**src/rtl/rx_fcs_strip.sv**
```systemverilog
// rx_fcs_strip: checks and strips the Ethernet FCS, flags bad frames on tuser with the last payload byte.
module rx_fcs_strip #(
  parameter int MIN_LEN = 64,
  parameter int MAX_LEN = 1522
) (
  input  logic        clk,
  input  logic        rst,
  input  logic [7:0]  FCSi_tdata,
  input  logic        FCSi_tlast,
  input  logic        FCSi_tuser,
  input  logic        FCSi_tvalid,
  output logic        FCSi_tready,
  output logic [7:0]  FCSo_tdata,
  output logic        FCSo_tlast,
  output logic        FCSo_tuser,
  output logic        FCSo_tvalid,
  input  logic        FCSo_tready,
  output logic [15:0] frames_ok,
  output logic [15:0] frames_bad
);
  typedef enum logic {FILL, PASS} state_t;
  state_t state;
  logic [3:0][7:0] dl;
  logic [31:0] crc, crc_n;
  logic [10:0] bcnt, bcnt_n;
  logic phy, phy_n, acc, bad;

  function automatic logic [31:0] crc8(input logic [31:0] c, input logic [7:0] d);
    logic [31:0] r;
    r = c;
    for (int i = 0; i < 8; i++) r = (r >> 1) ^ ((r[0] ^ d[i]) ? 32'hEDB88320 : 32'h0);
    return r;
  endfunction

  assign FCSi_tready = !FCSo_tvalid | FCSo_tready;
  assign acc         = FCSi_tvalid & FCSi_tready;
  assign crc_n       = crc8(crc, FCSi_tdata);
  assign bcnt_n      = (bcnt == 11'h7ff) ? bcnt : bcnt + 11'd1;
  assign phy_n       = phy | FCSi_tuser;
  // residue after the FCS bytes is the fixed 802.3 magic value when the frame is intact
  assign bad         = (crc_n != 32'hDEBB20E3) | (int'(bcnt_n) < MIN_LEN) | (int'(bcnt_n) > MAX_LEN) | phy_n;

  always_ff @(posedge clk or negedge rst) begin
    if (!rst) begin
      state       <= FILL;
      dl          <= '0;
      crc         <= 32'hFFFFFFFF;
      bcnt        <= '0;
      phy         <= 1'b0;
      FCSo_tdata  <= '0;
      FCSo_tlast  <= 1'b0;
      FCSo_tuser  <= 1'b0;
      FCSo_tvalid <= 1'b0;
      frames_ok   <= '0;
      frames_bad  <= '0;
    end else begin
      if (FCSo_tready) FCSo_tvalid <= 1'b0;
      if (acc) begin
        dl <= {dl[2:0], FCSi_tdata};
        if (state == PASS) begin
          FCSo_tvalid <= 1'b1;
          FCSo_tdata  <= dl[3];
          FCSo_tlast  <= FCSi_tlast;
          FCSo_tuser  <= FCSi_tlast & bad;
        end
        if (FCSi_tlast) begin
          state <= FILL;
          dl    <= '0;
          crc   <= 32'hFFFFFFFF;
          bcnt  <= '0;
          phy   <= 1'b0;
          if (bad) frames_bad <= frames_bad + 16'd1;
          else     frames_ok  <= frames_ok + 16'd1;
        end else begin
          crc  <= crc_n;
          bcnt <= bcnt_n;
          phy  <= phy_n;
          if (bcnt == 11'd3) state <= PASS;
        end
      end
    end
  end
endmodule

```
**config.mk**
```make
export PLATFORM = sky130hd
export DESIGN_NAME = rx_fcs_strip
export DESIGN_NICKNAME = d
export VERILOG_FILES = /design/src/rtl/rx_fcs_strip.sv
export SDC_FILE = /design/constraint.sdc
export NUM_CORES = 1
export LEC_CHECK = 0
export CAP_MARGIN = 40
export CORE_ASPECT_RATIO = 1.75
export CORE_MARGIN = 2
export CORE_UTILIZATION = 50
export DETAILED_ROUTE_END_ITERATION = 16
export PLACE_DENSITY = 0.72
export SLEW_MARGIN = 15
export SYNTH_ARGS = -nofsm -noshare
export SYNTH_HDL_FRONTEND = slang
export SYNTH_SLANG_ARGS = --single-unit
```
**constraint.sdc**
```tcl
create_clock -name clk -period 3.9 [get_ports clk]
set_input_delay 0.78 -clock clk [delete_from_list [all_inputs] [get_ports clk]]
set_output_delay 0.78 -clock clk [all_outputs]
set_load 0.01 [all_outputs]
```
### After elaboration in Yosys (flattened, before gate mapping)

Cells that the tools add are included.

* register bits: 120
* bits of input ports: 14
* output and inout bits: 44
* logic and storage cells: 70

* add/sub/neg operators: 3
* order comparisons: 2
* equal/unequal tests: 3
* mux-type cells: 18
* bitwise operators: 24
* reductions and logical operators: 6

Operators by type and width (number)
* 32-bit 2-to-1 mux: 10
* 31-bit by 32-bit bitwise XOR with 32-bit output: 8
* 16-bit by 1-bit adder with 16-bit output (second input constant): 2
* 32-bit != test (second input constant): 1
* 11-bit 2-to-1 mux: 2
* 11-bit by 1-bit adder with 11-bit output (second input constant): 1
* 11-bit equality test (second input constant): 1
* 11-bit by 2-bit equality test with 1-bit output (second input constant): 1
* 11-bit greater-than comparator (second input constant): 1
* 11-bit by 7-bit less-than comparator with 1-bit output (second input constant): 1
* 1-bit bitwise XOR: 8
* 1-bit 2-to-1 mux: 6
* 3-bit AND reduction: 2
* 1-bit OR: 5
* 2-bit AND reduction: 2
* 1-bit AND: 2
* 2-bit nonzero test: 1
* 1-bit logical NOT: 1
* 1-bit NOT: 1

### Longest topological paths before layout

Gate-level depths: netlist of run 1.

* depth in word-level cells: 30
* gate-level depth with buffers: 13
* gate-level depth less buffers: 10

### Worst setup path before layout of run 1

Ideal clock, no wire load.

* kind: in2reg
* from: input port FCSi_tdata[6]
* to: register frames_ok[1]
* setup time: 0.128 ns
* arrival time: 3.560 ns
* setup slack: 0.213 ns
* cell stages on the path: 11
* buffers on the path: 3
* path through: xnor2_2 xnor2_1 clkbuf_1 ha_1 nor4b_1 nand4_1 or4_1 or4_1 buf_2 buf_2 mux2_1

* word-level cells in the longest chain between the ends: 10

RTL lines
* start, declared: RTL line 8 `input logic [7:0] FCSi_tdata,`
* 1-bit bitwise XOR: RTL line 31 `for (int i = 0; i < 8; i++) r = (r >> 1) ^ ((r[0] ^ d[i]) ? 32'hEDB88320 : 32'h0);`
* 32-bit 2-to-1 mux: RTL line 31
* 31-bit by 32-bit bitwise XOR with 32-bit output (2 in a row): RTL line 31
* 32-bit != test: RTL line 41 `assign bad = (crc_n != 32'hDEBB20E3) | (int'(bcnt_n) < MIN_LEN) | (int'(bcnt_n) > MAX_LEN) | phy_n;`
* 1-bit OR (3 in a row): RTL line 41
* 1-bit NOT (no line)
* 3-bit AND reduction (no line)
* end signal, assigned: RTL line 73 `else frames_ok <= frames_ok + 16'd1;`
* end, declared: RTL line 18 `output logic [15:0] frames_ok,`

Every way passes these cells.
A chain may end at the register's enable or synchronous reset.

### Final worst setup path of run 1

* from: input port FCSi_tdata[4]
* to: register frames_ok[7]

* word-level cells in the longest chain between the ends: 12

RTL lines (RTL line)
* 1-bit bitwise XOR: 31
* 32-bit 2-to-1 mux: 31
* 31-bit by 32-bit bitwise XOR with 32-bit output (4 in a row): 31
* 32-bit != test: 41
* 1-bit OR (3 in a row): 41
* 1-bit NOT (no line)
* 3-bit AND reduction (no line)

Every way passes these cells.

==> summary.txt, run 1 <==
Die
  – Row Count: 54
  – I/O pins: 58
  – Chip Width: 89.9 um
  – Die height: 154 um
  – Core area: 12600 um^2
  – Area of the die: 13900 um^2
  – Starting Density: 51.4%

Finish
  – Finished Layout Cells: 954
  – Multi-input gate area: 3350 um^2
  – Register Area: 3040 um^2
  – P&R area growth vs syn: 29.4%
  – Fraction of layout cells with a size suffix above 1: 21.5%
  – Final Util: 66.4%
  – Filler Cell Count: 1005
  – # diodes: 0
  – Final nets: 791

Yosys
  – Synth Net Count: 683
  – Leading area contributor after synthesis: dfrtp_1
  – Syn_area_per_cell: 9.70 um^2
  – Yosys Warn Count: 0
  – Post-synth top flop: dfrtp_1
  – Post-synth top cells: 97 x nand2_1, 88 x dfrtp_1, 64 x nor2_1, 45 x xnor2_1
  – Flops & latches, synth: 120
  – Gate Count Post-Synth: 665
  – Cell variety after synth: 56
  – Area contributors post-synth: dfrtp_1 34%, dfstp_2 13%, xnor2_1 6.1%
  – Top-count cell post-synth: nand2_1
  – EDFF count, synth: 0
  – Post-synthesis sequential area ratio: 47.2%
  – Ys async rst share: 100%
  – Synth top area share: 34.1%
  – Post-synthesis cell area: 6450 um^2

Timing
  – Fmax: 261 MHz
  – Clock Skew: 7.69 ps
  – Max transition margin: 58.5%
  – Worst-margin pin slew: 623 ps
  – Fin Setup TNS: 0 ps
  – Final hold vios: 0
  – Final setup fails: 0
  – Final setup margin: 61.5 ps
  – Final min period: 3840 ps
  – Max Transition Viols Final: 0
  – Tcrit/Tclk final: 98.4%

Power
  – Lkg Pwr: 3.67 nW
  – Max VDD drop: 0.000647 V
  – P per Cell Area: 814 nW/um^2

Placed design
  – Placed cell count: 916
  – Input/output buffers: 57
  – Pre-CTS setup slack: -521 ps
  – RD Place Congestion: 0.917
  – Final HPWL from detailed placement: 10.8 mm

Critical path
  – WP data required: 4220 ps
  – CP Class: in2reg
  – Critical path capture point type: flop
  – Critical Path AT: 4160 ps
  – Worst reg2reg path depth: 12
  – Worst path bufs/invs: 3
  – Worst path slowest cell: clkdlybuf4s50_1
  – Critical Path Source Type: input port
  – WP depth: 12
  – Critical Path Max Stage Delay: 510 ps
  – Worst Path Max Fanout: 11
  – Family with the most delay on the worst path: simple AND/OR/NAND/NOR gates
  – Crit path cell chain: clkdlybuf4s50_1, xnor2_4, xnor2_4, xnor2_1, nor4bb_2, nand2_1, or4_1, or4_1, buf_4, buf_4, nor2_1, xor2_1

GRT
  – Initial antenna violation count: 0
  – Largest net degree at the start of global routing: 121
  – First-pass GRT wire length: 25.9 mm
  – Overall Global Routing Usage: 23.3%
  – Vias in the first global route: 5402
  – Congestion Overflow GR: 0

Clocking
  – CTS buffer count: 17
  – Clk Latency, worst-skew pair: 410 ps
  – CTS Sinks: 120
  – Clock Tree Root: clkbuf_16
  – CTS clk-pin slew, worst paths: 60 ps
  – TritonCTS clock tree: built
  – H-tree depth: 4
  – Clk buf depth: 2

Routing
  – Antenna viol nets, final: 0
  – Routed length on met3: 620 um
  – Drt total wl: 15.6 mm
  – Top layer in use: met4
  – Initial DRC Count: 446
  – Vias: 5277
  – WL/cell: 16.3 um
  – M1 wire length: 5.84 mm
  – DR pass1 iterations: 7
  – # DRC: 0
  – Vias per cell: 5.53
  – Met2 wire length: 8.30 mm

Run status
  – Outcome: finished clean

Min path
  – Worst Hold Class: in2async

Run
  – Max Cap Viol: 0
## area by class of cell
type / instances / share of cell area (%)
Clock inverter: 15 / 2.34
Clock buffer: 17 / 5.10
Tap cell: 168 / 2.52
Timing Repair Buffer: 123 / 13.3
Multi-Input combinational cell: 506 / 40.1
Inverter: 5 / 0.225
Sequential cell: 120 / 36.4
## state kept, by name (all words and copies together) (netlist names)
register and cells:
FCSo_tvalid 1, frames_ok 16, FCSo_tdata 8, dl 32, crc 32, FCSo_tlast 1
frames_bad 16, phy 1, bcnt 11, FCSo_tuser 1, state 1
## final timing paths
kind / start / to / slack (ps)
setup / recovery: FCSi_tdata[4] / frames_ok[7]$_DFFE_PN0P_ / 60
hold / removal: rst / FCSo_tdata[5]$_DFFE_PN0P_ / 460
setup reg to reg: crc[1]$_DFFE_PN1P_ / frames_ok[7]$_DFFE_PN0P_ / 440
hold reg to reg: frames_bad[15]$_DFFE_PN0P_ / frames_bad[15]$_DFFE_PN0P_ / 470
max in group asynchronous: rst / frames_ok[2]$_DFFE_PN0P_ / 2980
min in group clk: frames_bad[15]$_DFFE_PN0P_ / frames_bad[15]$_DFFE_PN0P_ / 470
## report_power, final
group | switching [W] | internal [W] | total, W
Clock | 0.000605 | 0.00102 | 0.00162
Combinational | 0.00158 | 0.00180 | 0.00338
Sequential | 0.000231 | 0.00156 | 0.00179
Total | 0.00241 | 0.00438 | 0.00679
## through the flow
step	hold WS, ps	cell area, um^2	power, W
CTS	472	8260	0.00670
finish	459	8350	0.00679
global placement	456	7590	0.00492
detailed placement	460	7590	0.00498
global route	490	8350	0.00715
floorplan	446	6450	0.00368
## routing by layer
| metal | track usage [%] | up-vias |
|---|---|---|
| met3 | 4.58 | 60 |
| li1 | - | 2512 |
| met4 | 13.9 | 0 |
| met1 | 25.8 | 2531 |
| met5 | 0 | - |
| met2 | 41.5 | 174 |
## worst reg2reg max path: stages, from the launching register on
cell and delay [ps]:
dfstp_2 600, xnor2_4 150, buf_4 170, xor2_2 250
xnor2_1 170, nor4bb_2 260, nand2_1 110, or4_1 510
or4_1 450, buf_4 210, buf_4 170, nor2_1 140
xor2_1 190
## cell usage in the layout (no fill, tap or decap), types with 4 or more instances in the layout
master and count:
nand2_1 96, dfrtp_1 88, nor2_1 64, buf_4 63, clkdlybuf4s50_1 54, xnor2_1 42, a21oi_1 42, xor2_1 41
o21ai_0 40, dfstp_2 32, nand3_1 21, nor3_1 17, clkbuf_16 17, nand4_1 13, xnor2_2 11, and3_1 9
mux2_2 8, nor4_1 8, o22a_1 7, clkinv_4 7, nand2b_1 6, and2_1 6, inv_1 5, nor2b_1 5
xnor2_4 4, a31oi_1 4, nor4_2 4, ha_1 4
## kinds of logic (layout without fill, tap and decap cells)
family          after synthesis  in the layout  synth area share [%]
compound gates              117            117                  10.7
xor+xnor                    106            106                  17.5
fa+ha+maj                     4              4                 0.776
buf+inv                      39            160                  2.33
flops                       120            120                  47.2
mux                          13             13                  2.21
simple gates                266            266                  19.3
## repair_timing
| item | CTS | global route |
|---|---|---|
| setup buffers | 3 | 3 |
| cloned | 0 | 0 |
| pin swaps | 3 | 5 |
| resized for setup | 3 | 11 |
| setup endpoints to repair | 17 | 13 |
| hold buffers | 0 | 0 |
No activity file was read; power rests on OpenSTA's default activity.
==> run 2, diff against run 1 <==
--- a/config.mk
+++ b/config.mk
@@ -10,7 +10,9 @@
 export CORE_MARGIN = 2
 export CORE_UTILIZATION = 50
 export DETAILED_ROUTE_END_ITERATION = 16
+export GPL_ROUTABILITY_DRIVEN = 0
 export PLACE_DENSITY = 0.72
+export REMOVE_ABC_BUFFERS = 1
 export SLEW_MARGIN = 15
 export SYNTH_ARGS = -nofsm -noshare
 export SYNTH_HDL_FRONTEND = slang
==> summary.txt, run 2 (synthesis results as in run 1) <==
Die
  – Chip Width: 89.9 um (unchanged)
  – Starting Density: 51.4% (unchanged)
  – Area of the die: 13900 um^2 (unchanged)
  – Row Count: 54 (unchanged)
  – I/O pins: 58 (unchanged)
  – Die height: 154 um (unchanged)
  – Core area: 12600 um^2 (unchanged)

Finish
  – Fraction of layout cells with a size suffix above 1: 20.9% (was 21.5%)
  – Finished Layout Cells: 948 (was 954)
  – Register Area: 3040 um^2 (unchanged)
  – Top Registers: crc: 32 flops, dl: 32 flops (unchanged)
  – Final Instance Area: 8270 um^2 (was 8350 um^2)
  – Multi-input gate area: 3410 um^2 (was 3350 um^2)
  – Filler Cell Count: 988 (was 1005)
  – Most common cell after layout, fill and taps aside: nand2_1 (unchanged)
  – Most frequent cells in the layout: 96 x nand2_1, 88 x dfrtp_1, 64 x nor2_1 (unchanged)
  – # diodes: 0 (unchanged)
  – P&R area growth vs syn: 28.1% (was 29.4%)
  – Final nets: 785 (was 791)
  – Final Util: 65.8% (was 66.4%)

Critical path
  – Worst Path Max Fanout: 15 (was 11)
  – CP Class: in2reg (unchanged)
  – Critical Path Source Type: input port (unchanged)
  – Critical Path Max Stage Delay: 540 ps (was 510 ps)
  – Family with the most delay on the worst path: simple AND/OR/NAND/NOR gates (unchanged)
  – Critical Path AT: 4110 ps (was 4160 ps)
  – Worst path bufs/invs: 3 (unchanged)
  – WP data required: 4240 ps (was 4220 ps)
  – Crit path cell chain: clkdlybuf4s50_1, xnor2_2, buf_4, xnor2_1, xnor2_1, nor4bb_4, nand2_1, or4_1, or4_1, buf_4, nor4_2, xor2_1 (was clkdlybuf4s50_1, xnor2_4, xnor2_4, xnor2_1, nor4bb_2, nand2_1, or4_1, or4_1, buf_4, buf_4, nor2_1, xor2_1)
  – Worst path slowest cell: or4_1 (was clkdlybuf4s50_1)
  – Critical path capture point type: flop (unchanged)

Power
  – P per Cell Area: 796 nW/um^2 (was 814 nW/um^2)
  – Flop pwr share: 27.3% (was 26.3%)
  – Max VDD drop: 0.000525 V (was 0.000647 V)
  – Sw power: 0.00243 W (was 0.00241 W)
  – Clk pwr share: 21.7% (was 23.9%)
  – Net Sw Frac: 36.9% (was 35.5%)
  – Lkg Pwr: 3.61 nW (was 3.67 nW)
  – Internal Power: 0.00415 W (was 0.00438 W)
  – Power share of the combinational group: 51.0% (was 49.8%)

Placed design
  – Input/output buffers: 57 (unchanged)
  – Post-DP Area: 7530 um^2 (was 7590 um^2)
  – Placed cell count: 911 (was 916)
  – Final HPWL from detailed placement: 11.1 mm (was 10.8 mm)

Timing
  – Max Transition Viols Final: 0 (unchanged)
  – Max transition margin: 53.5% (was 58.5%)
  – Final hold vios: 0 (unchanged)
  – Final setup fails: 0 (unchanged)
  – Fmax: 265 MHz (was 261 MHz)
  – Tcrit/Tclk final: 96.7% (was 98.4%)
  – Worst-margin pin slew: 697 ps (was 623 ps)
  – Final min period: 3770 ps (was 3840 ps)
  – Clock Skew: 7.06 ps (was 7.69 ps)

Clocking
  – Clk Latency, worst-skew pair: 420 ps (was 410 ps)
  – Hold buffer count at CTS: 0 (unchanged)
  – Clock Tree Root: clkbuf_16 (unchanged)
  – CTS buffer count: 17 (unchanged)
  – H-tree depth: 4 (unchanged)
  – Clk buf depth: 2 (unchanged)
  – CTS clk-pin slew, worst paths: 60 ps (about the same)
  – CTS Sinks: 120 (unchanged)
  – TritonCTS clock tree: built (unchanged)

GRT
  – Initial antenna violation count: 0 (unchanged)
  – Congestion Overflow GR: 0 (unchanged)
  – First-pass GRT wire length: 26.2 mm (was 25.9 mm)
  – Largest net degree at the start of global routing: 69 (was 121)
  – Overall Global Routing Usage: 23.8% (was 23.3%)
  – Vias in the first global route: 5332 (was 5402)

Routing
  – WL/cell: 17.0 um (was 16.3 um)
  – Antenna viol nets, final: 0 (unchanged)
  – Drt total wl: 16.1 mm (was 15.6 mm)
  – Vias: 5354 (was 5277)
  – DR pass1 iterations: 5 (was 7)
  – Initial DRC Count: 469 (was 446)
  – # DRC: 0 (unchanged)
  – Vias per cell: 5.65 (was 5.53)

Min path
  – Worst Hold Class: in2async (unchanged)

Run
  – Max Cap Viol: 0 (unchanged)

Run status
  – Outcome: finished clean (unchanged)
==> run 2: cell count changes in the layout (fill, tap and decap cells not counted), moves of 2 or more <==
| cell | change |
|---|---|
| xnor2_2 | -4 |
| clkinv_4 | -5 |
| clkinv_2 | +4 |
| clkinvlp_4 | +3 |
| buf_4 | -4 |
| bufinv_16 | -3 |
| xnor2_4 | +4 |
| buf_12 | -2 |
==> run 2: repair_timing <==
item / CTS / global route
resized for setup: 4 / 17
buffers inserted: 1 / 4
pin swaps: 1 / 7
gates cloned: 0 / 0
setup endpoints to repair: 8 / 13
==> run 2: metrics by stage <==
stage	total power (W)	worst slack, ps	hold slack (ps)	setup TNS [ps]
3_3_place_gp	0.00482	-451	458	-8040
4_1_cts	0.00641	21.0	433	0
6_report	0.00658	127	398	0
3_5_place_dp	0.00488	-585	459	-12310
2_1_floorplan	0.00366	28.5	446	0
5_1_grt	0.00694	-32.8	461	-49.8
==> run 2: power by group through the flow <==
stage | logic [W] | registers, W | clock network (W)
3_5_place_dp | 0.00309 | 0.00179 | 0
6_report | 0.00336 | 0.00180 | 0.00143
5_1_grt | 0.00360 | 0.00183 | 0.00151
3_3_place_gp | 0.00304 | 0.00178 | 0
4_1_cts | 0.00319 | 0.00178 | 0.00144
2_1_floorplan | 0.00189 | 0.00177 | 0
==> run 2: path summary, 6_finish.rpt <==
check / start / end / slack [ps] / depth (start not counted)
worst max-delay path: FCSi_tdata[6] / frames_ok[15]$_DFFE_PN0P_ / 130 / 12
worst min-delay path: rst / frames_ok[10]$_DFFE_PN0P_ / 400 / 1
worst max register to register: crc[0]$_DFFE_PN1P_ / frames_ok[15]$_DFFE_PN0P_ / 460 / 11
worst min register to register: dl[26]$_DFFE_PN0P_ / dl[26]$_DFFE_PN0P_ / 470 / 2
max in group asynchronous: rst / crc[19]$_DFFE_PN1P_ / 2660 / 2
min in group clk: dl[26]$_DFFE_PN0P_ / dl[26]$_DFFE_PN0P_ / 470 / 2
==> run 2: layout make-up <==
| type | instances | area share [%] |
|---|---|---|
| Multi-Input combinational cell | 506 | 41.3 |
| Sequential cell | 120 | 36.8 |
| Timing Repair Buffer | 117 | 12.6 |
| Clock buffer | 18 | 5.31 |
| Tap cell | 168 | 2.54 |
| Clock inverter | 14 | 1.23 |
| Inverter | 5 | 0.227 |
==> run 2: metal layers <==
metal	routed length (um)	share of wire, %	track usage, %
met1	6060	38	25.4
met2	8660	54	43.5
met3	652	4.1	5.02
met4	710	4.4	13.0
met5	0	0	0
